<file path="config.mk">
export PLATFORM = sky130hd
export DESIGN_NAME = frame_plotter_flat
export DESIGN_NICKNAME = d
export VERILOG_FILES = /design/src/rtl/frame_plotter_pkg.sv /design/src/rtl/frame_plotter_if.sv /design/src/rtl/frame_plotter_cell_pixel_counter.sv /design/src/rtl/frame_plotter.sv /design/src/flat_wrapper.sv
export SDC_FILE = /design/constraint.sdc
export NUM_CORES = 2
export LEC_CHECK = 0
export BUFFER_PORTS_ARGS = -buffer_cell sky130_fd_sc_hd__buf_2
export CORE_ASPECT_RATIO = 1.4
export CORE_MARGIN = 8
export CORE_UTILIZATION = 62
export DETAILED_ROUTE_END_ITERATION = 10
export MAX_ROUTING_LAYER = met4
export PLACE_DENSITY = 0.84
export SLEW_MARGIN = 20
export SYNTH_ARGS = -nofsm -noshare
export SYNTH_HDL_FRONTEND = slang
export SYNTH_SLANG_ARGS = --single-unit
</file>
<file path="constraint.sdc">
create_clock -name clock -period 5.2 [get_ports clock]
set_input_delay 1.56 -clock clock [delete_from_list [all_inputs] [get_ports clock]]
set_output_delay 1.56 -clock clock [all_outputs]
set_load 0.01 [all_outputs]
</file>
<file path="src/rtl/frame_plotter_pkg.sv">
// frame_plotter_pkg
//   Shared constants for the frame plotter slice: bitmap geometry, the
//   FSM state encoding, the pixel-port widths and the default colours.
//   Contents:
//     GRID_COLS/GRID_ROWS/NUM_CELLS   bitmap geometry (16 x 32 cells)
//     X_W/Y_W/COLOUR_W                vga_adapter pixel-port widths
//     ST_IDLE/ST_SCAN/ST_DONE         FSM encoding
//     DEFAULT_FG/DEFAULT_BG           default cell colours
//     pick_colour()                   maps a cell bit to its colour
package frame_plotter_pkg;

  localparam int GRID_COLS = 16;
  localparam int GRID_ROWS = 32;
  localparam int NUM_CELLS = GRID_COLS * GRID_ROWS;

  localparam int X_W      = 8;
  localparam int Y_W      = 7;
  localparam int COLOUR_W = 3;

  localparam logic [1:0] ST_IDLE = 2'd0;
  localparam logic [1:0] ST_SCAN = 2'd1;
  localparam logic [1:0] ST_DONE = 2'd2;

  localparam logic [COLOUR_W-1:0] DEFAULT_FG = 3'b000;
  localparam logic [COLOUR_W-1:0] DEFAULT_BG = 3'b001;

  function automatic logic [COLOUR_W-1:0] pick_colour(
    input logic                bit_val,
    input logic [COLOUR_W-1:0] fg,
    input logic [COLOUR_W-1:0] bg
  );
    return bit_val ? fg : bg;
  endfunction

endpackage

</file>
<file path="src/rtl/frame_plotter_if.sv">
// frame_plotter_if
//   Pixel-write port between the frame plotter and the vga_adapter.
//   Signals:
//     x       pixel column (0..159)
//     y       pixel row (0..119)
//     colour  pixel colour
//     plot    write strobe, one pixel per high cycle
//   Modports: master (plotter side, drives), slave (vga_adapter side).
interface frame_plotter_if;
  import frame_plotter_pkg::*;

  logic [X_W-1:0]      x;
  logic [Y_W-1:0]      y;
  logic [COLOUR_W-1:0] colour;
  logic                plot;

  modport master (output x, output y, output colour, output plot);
  modport slave  (input  x, input  y, input  colour, input  plot);

endinterface

</file>
<file path="src/rtl/frame_plotter_cell_pixel_counter.sv">
// cell_pixel_counter
//   Walks the CELL x CELL pixels of one bitmap cell: sx runs fastest,
//   sy steps each time sx wraps. Both wrap back to 0 after the last pixel,
//   so the counter is already at the origin when the next cell starts.
//   Ports:
//     clock, resetn  clock and async active-low reset
//     enable         advance one pixel
//     clear          force both counters to 0 (frame start)
//     sx_end         sx is on the right-most pixel column of the cell
//     last           current pixel is the final one of the cell
module cell_pixel_counter #(
  parameter int CELL = 3
) (
  input  logic clock,
  input  logic resetn,
  input  logic enable,
  input  logic clear,
  output logic sx_end,
  output logic last
);

  localparam int CW = (CELL > 1) ? $clog2(CELL) : 1;
  localparam logic [CW-1:0] MAX_V = CW'(CELL - 1);

  logic [CW-1:0] sx;
  logic [CW-1:0] sy;

  // sx/sy raster within a cell; wrapping on the last pixel keeps the
  // counter aligned to the next cell without an explicit reload.
  always_ff @(posedge clock or negedge resetn) begin
    if (!resetn) begin
      sx <= '0;
      sy <= '0;
    end else if (clear) begin
      sx <= '0;
      sy <= '0;
    end else if (enable) begin
      if (sx == MAX_V) begin
        sx <= '0;
        sy <= (sy == MAX_V) ? '0 : sy + 1'b1;
      end else begin
        sx <= sx + 1'b1;
      end
    end
  end

  assign sx_end = (sx == MAX_V);
  assign last   = sx_end && (sy == MAX_V);

endmodule

</file>
<file path="src/rtl/frame_plotter.sv">
// frame_plotter
//   Draws the 16x32 game bitmap onto the vga_adapter pixel port, each cell
//   as a CELL x CELL block, redrawing only cells that changed since the last
//   completed frame (or every cell after reset).
//   Ports:
//     clock, resetn  50 MHz clock, async active-low reset
//     display        bitmap, bit 32*col+row
//     frame_start    one-cycle request to draw the current display
//     pix            pixel-write port to vga_adapter (x, y, colour, plot)
//     busy           frame in progress
//     frame_done     one-cycle pulse after the last cell
//     overrun        sticky: frame_start arrived while busy
module frame_plotter
  import frame_plotter_pkg::*;
#(
  parameter int                  CELL      = 3,
  parameter int                  X_OFS     = 56,
  parameter int                  Y_OFS     = 12,
  parameter logic [COLOUR_W-1:0] FG_COLOUR = DEFAULT_FG,
  parameter logic [COLOUR_W-1:0] BG_COLOUR = DEFAULT_BG
) (
  input  logic                 clock,
  input  logic                 resetn,
  input  logic [NUM_CELLS-1:0] display,
  input  logic                 frame_start,
  frame_plotter_if.master      pix,
  output logic                 busy,
  output logic                 frame_done,
  output logic                 overrun
);

  localparam int IDX_W = $clog2(NUM_CELLS);
  localparam int ROW_W = $clog2(GRID_ROWS);
  localparam logic [IDX_W-1:0] LAST_IDX = IDX_W'(NUM_CELLS - 1);

  logic [1:0]           state;
  logic [NUM_CELLS-1:0] snap;
  logic [NUM_CELLS-1:0] shown;
  logic [NUM_CELLS-1:0] dirty;
  logic                 force_full;
  logic [IDX_W-1:0]     cell_idx;
  logic [IDX_W-1:0]     nxt_idx;
  logic [8:0]           nxt_x9;
  logic [8:0]           nxt_y9;

  logic [X_W-1:0]       x_q;
  logic [Y_W-1:0]       y_q;
  logic [COLOUR_W-1:0]  colour_q;
  logic                 plot_q;
  logic                 busy_q;
  logic                 frame_done_q;
  logic                 overrun_q;

  logic                 accept;
  logic                 scan_en;
  logic                 sx_end;
  logic                 last_px;
  logic                 cell_done;

  // The DONE cycle is also the first idle cycle, so a request there is taken.
  assign accept    = frame_start && (state != ST_SCAN);
  // While scanning, plot_q says whether the cell being emitted is dirty.
  assign scan_en   = (state == ST_SCAN) && plot_q;
  assign cell_done = !plot_q || last_px;
  assign nxt_idx   = cell_idx + 1'b1;
  assign nxt_x9    = 9'(X_OFS) + 9'(nxt_idx[IDX_W-1:ROW_W]) * 9'(CELL);
  assign nxt_y9    = 9'(Y_OFS) + 9'(nxt_idx[ROW_W-1:0]) * 9'(CELL);

  cell_pixel_counter #(
    .CELL(CELL)
  ) u_pixel_counter (
    .clock  (clock),
    .resetn (resetn),
    .enable (scan_en),
    .clear  (accept),
    .sx_end (sx_end),
    .last   (last_px)
  );

  // Frame FSM and pixel datapath. The output registers always hold the
  // pixel of the cell currently being emitted, so each edge computes the
  // following pixel: the next one inside a dirty cell, or the origin of
  // the next cell once this cell is finished.
  always_ff @(posedge clock or negedge resetn) begin
    if (!resetn) begin
      state        <= ST_IDLE;
      snap         <= '0;
      shown        <= '0;
      dirty        <= '0;
      force_full   <= 1'b1;
      cell_idx     <= '0;
      x_q          <= '0;
      y_q          <= '0;
      colour_q     <= BG_COLOUR;
      plot_q       <= 1'b0;
      busy_q       <= 1'b0;
      frame_done_q <= 1'b0;
      overrun_q    <= 1'b0;
    end else begin
      if (frame_start && (state == ST_SCAN)) begin
        overrun_q <= 1'b1;
      end

      case (state)
        ST_IDLE, ST_DONE: begin
          frame_done_q <= 1'b0;
          if (accept) begin
            snap     <= display;
            dirty    <= force_full ? '1 : (display ^ shown);
            cell_idx <= '0;
            x_q      <= X_W'(9'(X_OFS));
            y_q      <= Y_W'(9'(Y_OFS));
            colour_q <= pick_colour(display[0], FG_COLOUR, BG_COLOUR);
            plot_q   <= force_full | (display[0] ^ shown[0]);
            busy_q   <= 1'b1;
            state    <= ST_SCAN;
          end else begin
            state <= ST_IDLE;
          end
        end

        ST_SCAN: begin
          if (cell_done) begin
            if (cell_idx == LAST_IDX) begin
              shown        <= snap;
              force_full   <= 1'b0;
              plot_q       <= 1'b0;
              busy_q       <= 1'b0;
              frame_done_q <= 1'b1;
              state        <= ST_DONE;
            end else begin
              cell_idx <= nxt_idx;
              x_q      <= nxt_x9[X_W-1:0];
              y_q      <= nxt_y9[Y_W-1:0];
              colour_q <= pick_colour(snap[nxt_idx], FG_COLOUR, BG_COLOUR);
              plot_q   <= dirty[nxt_idx];
            end
          end else if (sx_end) begin
            x_q <= x_q - X_W'(CELL - 1);
            y_q <= y_q + 1'b1;
          end else begin
            x_q <= x_q + 1'b1;
          end
        end

        default: begin
          state <= ST_IDLE;
        end
      endcase
    end
  end

  assign pix.x      = x_q;
  assign pix.y      = y_q;
  assign pix.colour = colour_q;
  assign pix.plot   = plot_q;
  assign busy       = busy_q;
  assign frame_done = frame_done_q;
  assign overrun    = overrun_q;

endmodule

</file>
<file path="src/flat_wrapper.sv">
// flat-port wrapper written by rule: the top's interface ports become plain ports
module frame_plotter_flat import frame_plotter_pkg::*;
#(
  parameter int                  CELL      = 3,
  parameter int                  X_OFS     = 56,
  parameter int                  Y_OFS     = 12,
  parameter logic [COLOUR_W-1:0] FG_COLOUR = DEFAULT_FG,
  parameter logic [COLOUR_W-1:0] BG_COLOUR = DEFAULT_BG
)
  (clock, resetn, display, frame_start, busy, frame_done, overrun, pix_x, pix_y, pix_colour, pix_plot);
  frame_plotter_if pix_i ();
  input  logic clock;
  input  logic resetn;
  input  logic [NUM_CELLS-1:0] display;
  input  logic frame_start;
  output logic busy;
  output logic frame_done;
  output logic overrun;
  output wire logic [$bits(pix_i.x)-1:0] pix_x;
  output wire logic [$bits(pix_i.y)-1:0] pix_y;
  output wire logic [$bits(pix_i.colour)-1:0] pix_colour;
  output wire logic [$bits(pix_i.plot)-1:0] pix_plot;
  assign pix_x = pix_i.x;
  assign pix_y = pix_i.y;
  assign pix_colour = pix_i.colour;
  assign pix_plot = pix_i.plot;
  frame_plotter #(.CELL(CELL), .X_OFS(X_OFS), .Y_OFS(Y_OFS), .FG_COLOUR(FG_COLOUR), .BG_COLOUR(BG_COLOUR)) u_core (.clock(clock), .resetn(resetn), .display(display), .frame_start(frame_start), .pix(pix_i), .busy(busy), .frame_done(frame_done), .overrun(overrun));
endmodule
</file>
==> reports/qor.txt <==
Worst-path clk slew: 60 ps
Resize count post-CTS: 0
Vias/cell: 6.10
Total placed cells including tap cells: 9338
Die Ht: 418 um
WS Path Type: reg -> reg
Grt met1 use: 43.9%
WP depth: 10
Critical Path Fanout Max: 17
Final Hold Vio Count: 0
Hold Crit Class: reg -> reg
PortBufs: 534
CP required: 5910 ps
Worst slew pin tran: 1210 ps
Worst r2r src: u_core.cell_idx[3]
Clk_skew: 36.8 ps
Peak supply drop: 346 uV
Grt ovf: 0
Post-route minimum period: 4290 ps
Synth async-reset ratio: 100%
Syn Inst Count: 7675
Worst skew pair latency: 790 ps
Sink Count: 1572
CTS Buffer Depth: 3
Chip Width: 303 um
I/O pin count: 537
First-pass GRT wire length: 344000 um
Kind of cell adding the most delay to the critical path: simple AND/OR/NAND/NOR gates
Via count: 58.9k
Antenna violations before repair: 40
Fin Setup TNS: 0 ps
DIE AREA: 127000 um^2
Post CTS Setup Buffer Count: 0
Arr. time, crit path: 5000 ps
Commonest non-fill, non-tap cell in the layout: nand2_1
Share of layout cells above drive strength 1: 13.4%
Post-Place Cell Area: 75400 um^2
Post-route cell area: 80500 um^2
CP cell instances: nand3_1, nor3_1, nor2_4, inv_2, buf_4, mux2_1, o311ai_0, a31oi_1, nor4_1, a2111o_1
Vias in the first global route: 59.9k
Number of buffers created by CTS: 150
CTS HTree Levels: 4
Status: finished clean
# DRC: 0
Reg2Reg Depth: 10
Final Max Tran Viols: 0
Startpoint types: flip-flop
Synth Flop Type: dfrtp_1
Synth Warn #: 0
Worst setup EP type: flip-flop
Slowest Stage Delay on Critical Path: 750 ps
Final Net Count: 8536
CTS tree: done
Wire length per cell: 23.2 um
CP startpoint: u_core.cell_idx[3]
Hold buffer count at cts: 0
Post-synth cell types: 81
Power per cell area: 497 nW/um^2
Routed WL: 224000 um
Number of synthesized register bits: 1572
Mapped Area: 71700 um^2
Seq/Total Area, Yosys: 54.9%
F_max: 233 MHz
Final setup fails: 0
Global routing's busiest layer: met2
Hold wc startpoint: u_core.overrun
Slowest CP cell: nor4_1
Max_slew headroom: 19.2%
Most frequent cells in the layout: nand2_1, dfrtp_1, nor2_1
Number of detailed-route iterations in the first pass: 6
Post-Syn Area per Cell: 9.34 um^2
Initial DRC Count: 7442
Largest net degree at the start of global routing: 199
Unrepaired setup endpoints after global routing: false
Post-route core utilization: 70.2%
Num rows: 147
Core area: 115000 um^2
Root Buffer: clkbuf_16
Max Cap Viol: 0
Post-synth EDFFs: 0
Dpl hpwl: 143000 um
Hold path depth: 1
P&R area growth vs syn: 12.3%
Final Non-Filler Cells: 9647
RD Place Congestion: 0.916
Fin crit share: 82.5%
Buf/Inv on CP: 2
P_leak: 0.0394 uW
Initial Util: 62.5%
Post-route ant nets: 0
Total GRT Usage: 36.2%
GR Util met2: 53.5%
Worst hold slack: 461 ps
GR Util met3: 8.67%
[final timing paths]
check,endpoint,slack (ps)
max,u_core.pix.colour[0],910
min,u_core.overrun,460
max reg2reg,u_core.pix.colour[0],910
min reg2reg,u_core.overrun,460
max in group asynchronous,u_core.snap[440],3050
min in group asynchronous,u_core.shown[283],750
[state kept, by name (all words and copies together), names as in the netlist]
name	flops
u_core.u_pixel_counter.sx	2
u_core.shown	512
u_core.busy	1
u_core.u_pixel_counter.sy	2
u_core.pix.plot	1
u_core.state	2
u_core.snap	512
u_core.force_full	1
u_core.dirty	512
u_core.pix.x	8
u_core.pix.y	7
u_core.frame_done	1
u_core.pix.colour	1
u_core.cell_idx	9
u_core.overrun	1
[metal layers]
metal | share of wire, % | vias up
li1 | - | 25400
met1 | 36 | 29100
met2 | 46 | 3505
met3 | 9.9 | 826
met4 | 8.3 | 0
met5 | 0 | -
[worst reg2reg max path, stage by stage (launching register included)]
cell and delay, ps:
dfrtp_1 640, nand3_1 320, nor3_1 530, nor2_4 60, inv_2 550, buf_4 310
mux2_1 340, o311ai_0 290, a31oi_1 190, nor4_1 750, a2111o_1 260
[Yosys cell counts, drive strengths merged (30+ instances only)]
cell type	number	area, um^2
nand2	3355	12600
dfrtp	1570	39300
nor2	552	2080
a21oi	537	2690
xnor2	514	4510
clkbuf	356	1340
mux4	219	5080
buf	105	778
nand3	100	500
o21ai	43	219
mux2i	41	410
a31oi	30	188
[area by class of cell]
class	count	area, um^2
Antenna cell	43	108
Clock inverter	45	526
Inverter	23	98.8
Tap cell	1490	1860
Timing Repair Buffer	633	3860
Fill cell	7936	34200
Clock buffer	221	4460
Sequential cell	1572	39300
Multi-Input combinational cell	5620	30300
[power by group]
group	switching [uW]	internal, uW	leakage [uW]
clock network	4850	6360	0.00246
logic	7140	4950	0.0172
registers	1990	14700	0.0198
total	14000	26000	0.0394
[metrics by stage]
step                      total power, uW  setup WS [ps]
after detailed placement            28600           1090
after global routing                41600            666
after global placement              28100            991
after CTS                           39800           1050
after floorplan                     24100           1740
final                               40000            908
[logic make-up after synthesis]
group           count (synthesis)  synth area share (%)
simple gates                 4093                  21.9
fa+ha+maj                      21                 0.387
mux                           272                  7.84
other cells                     1               0.00523
compound gates                711                  5.51
flops                        1572                  54.9
buf+inv                       484                  3.07
xor+xnor                      521                  6.41
No activity file was read; power rests on OpenSTA's default activity.
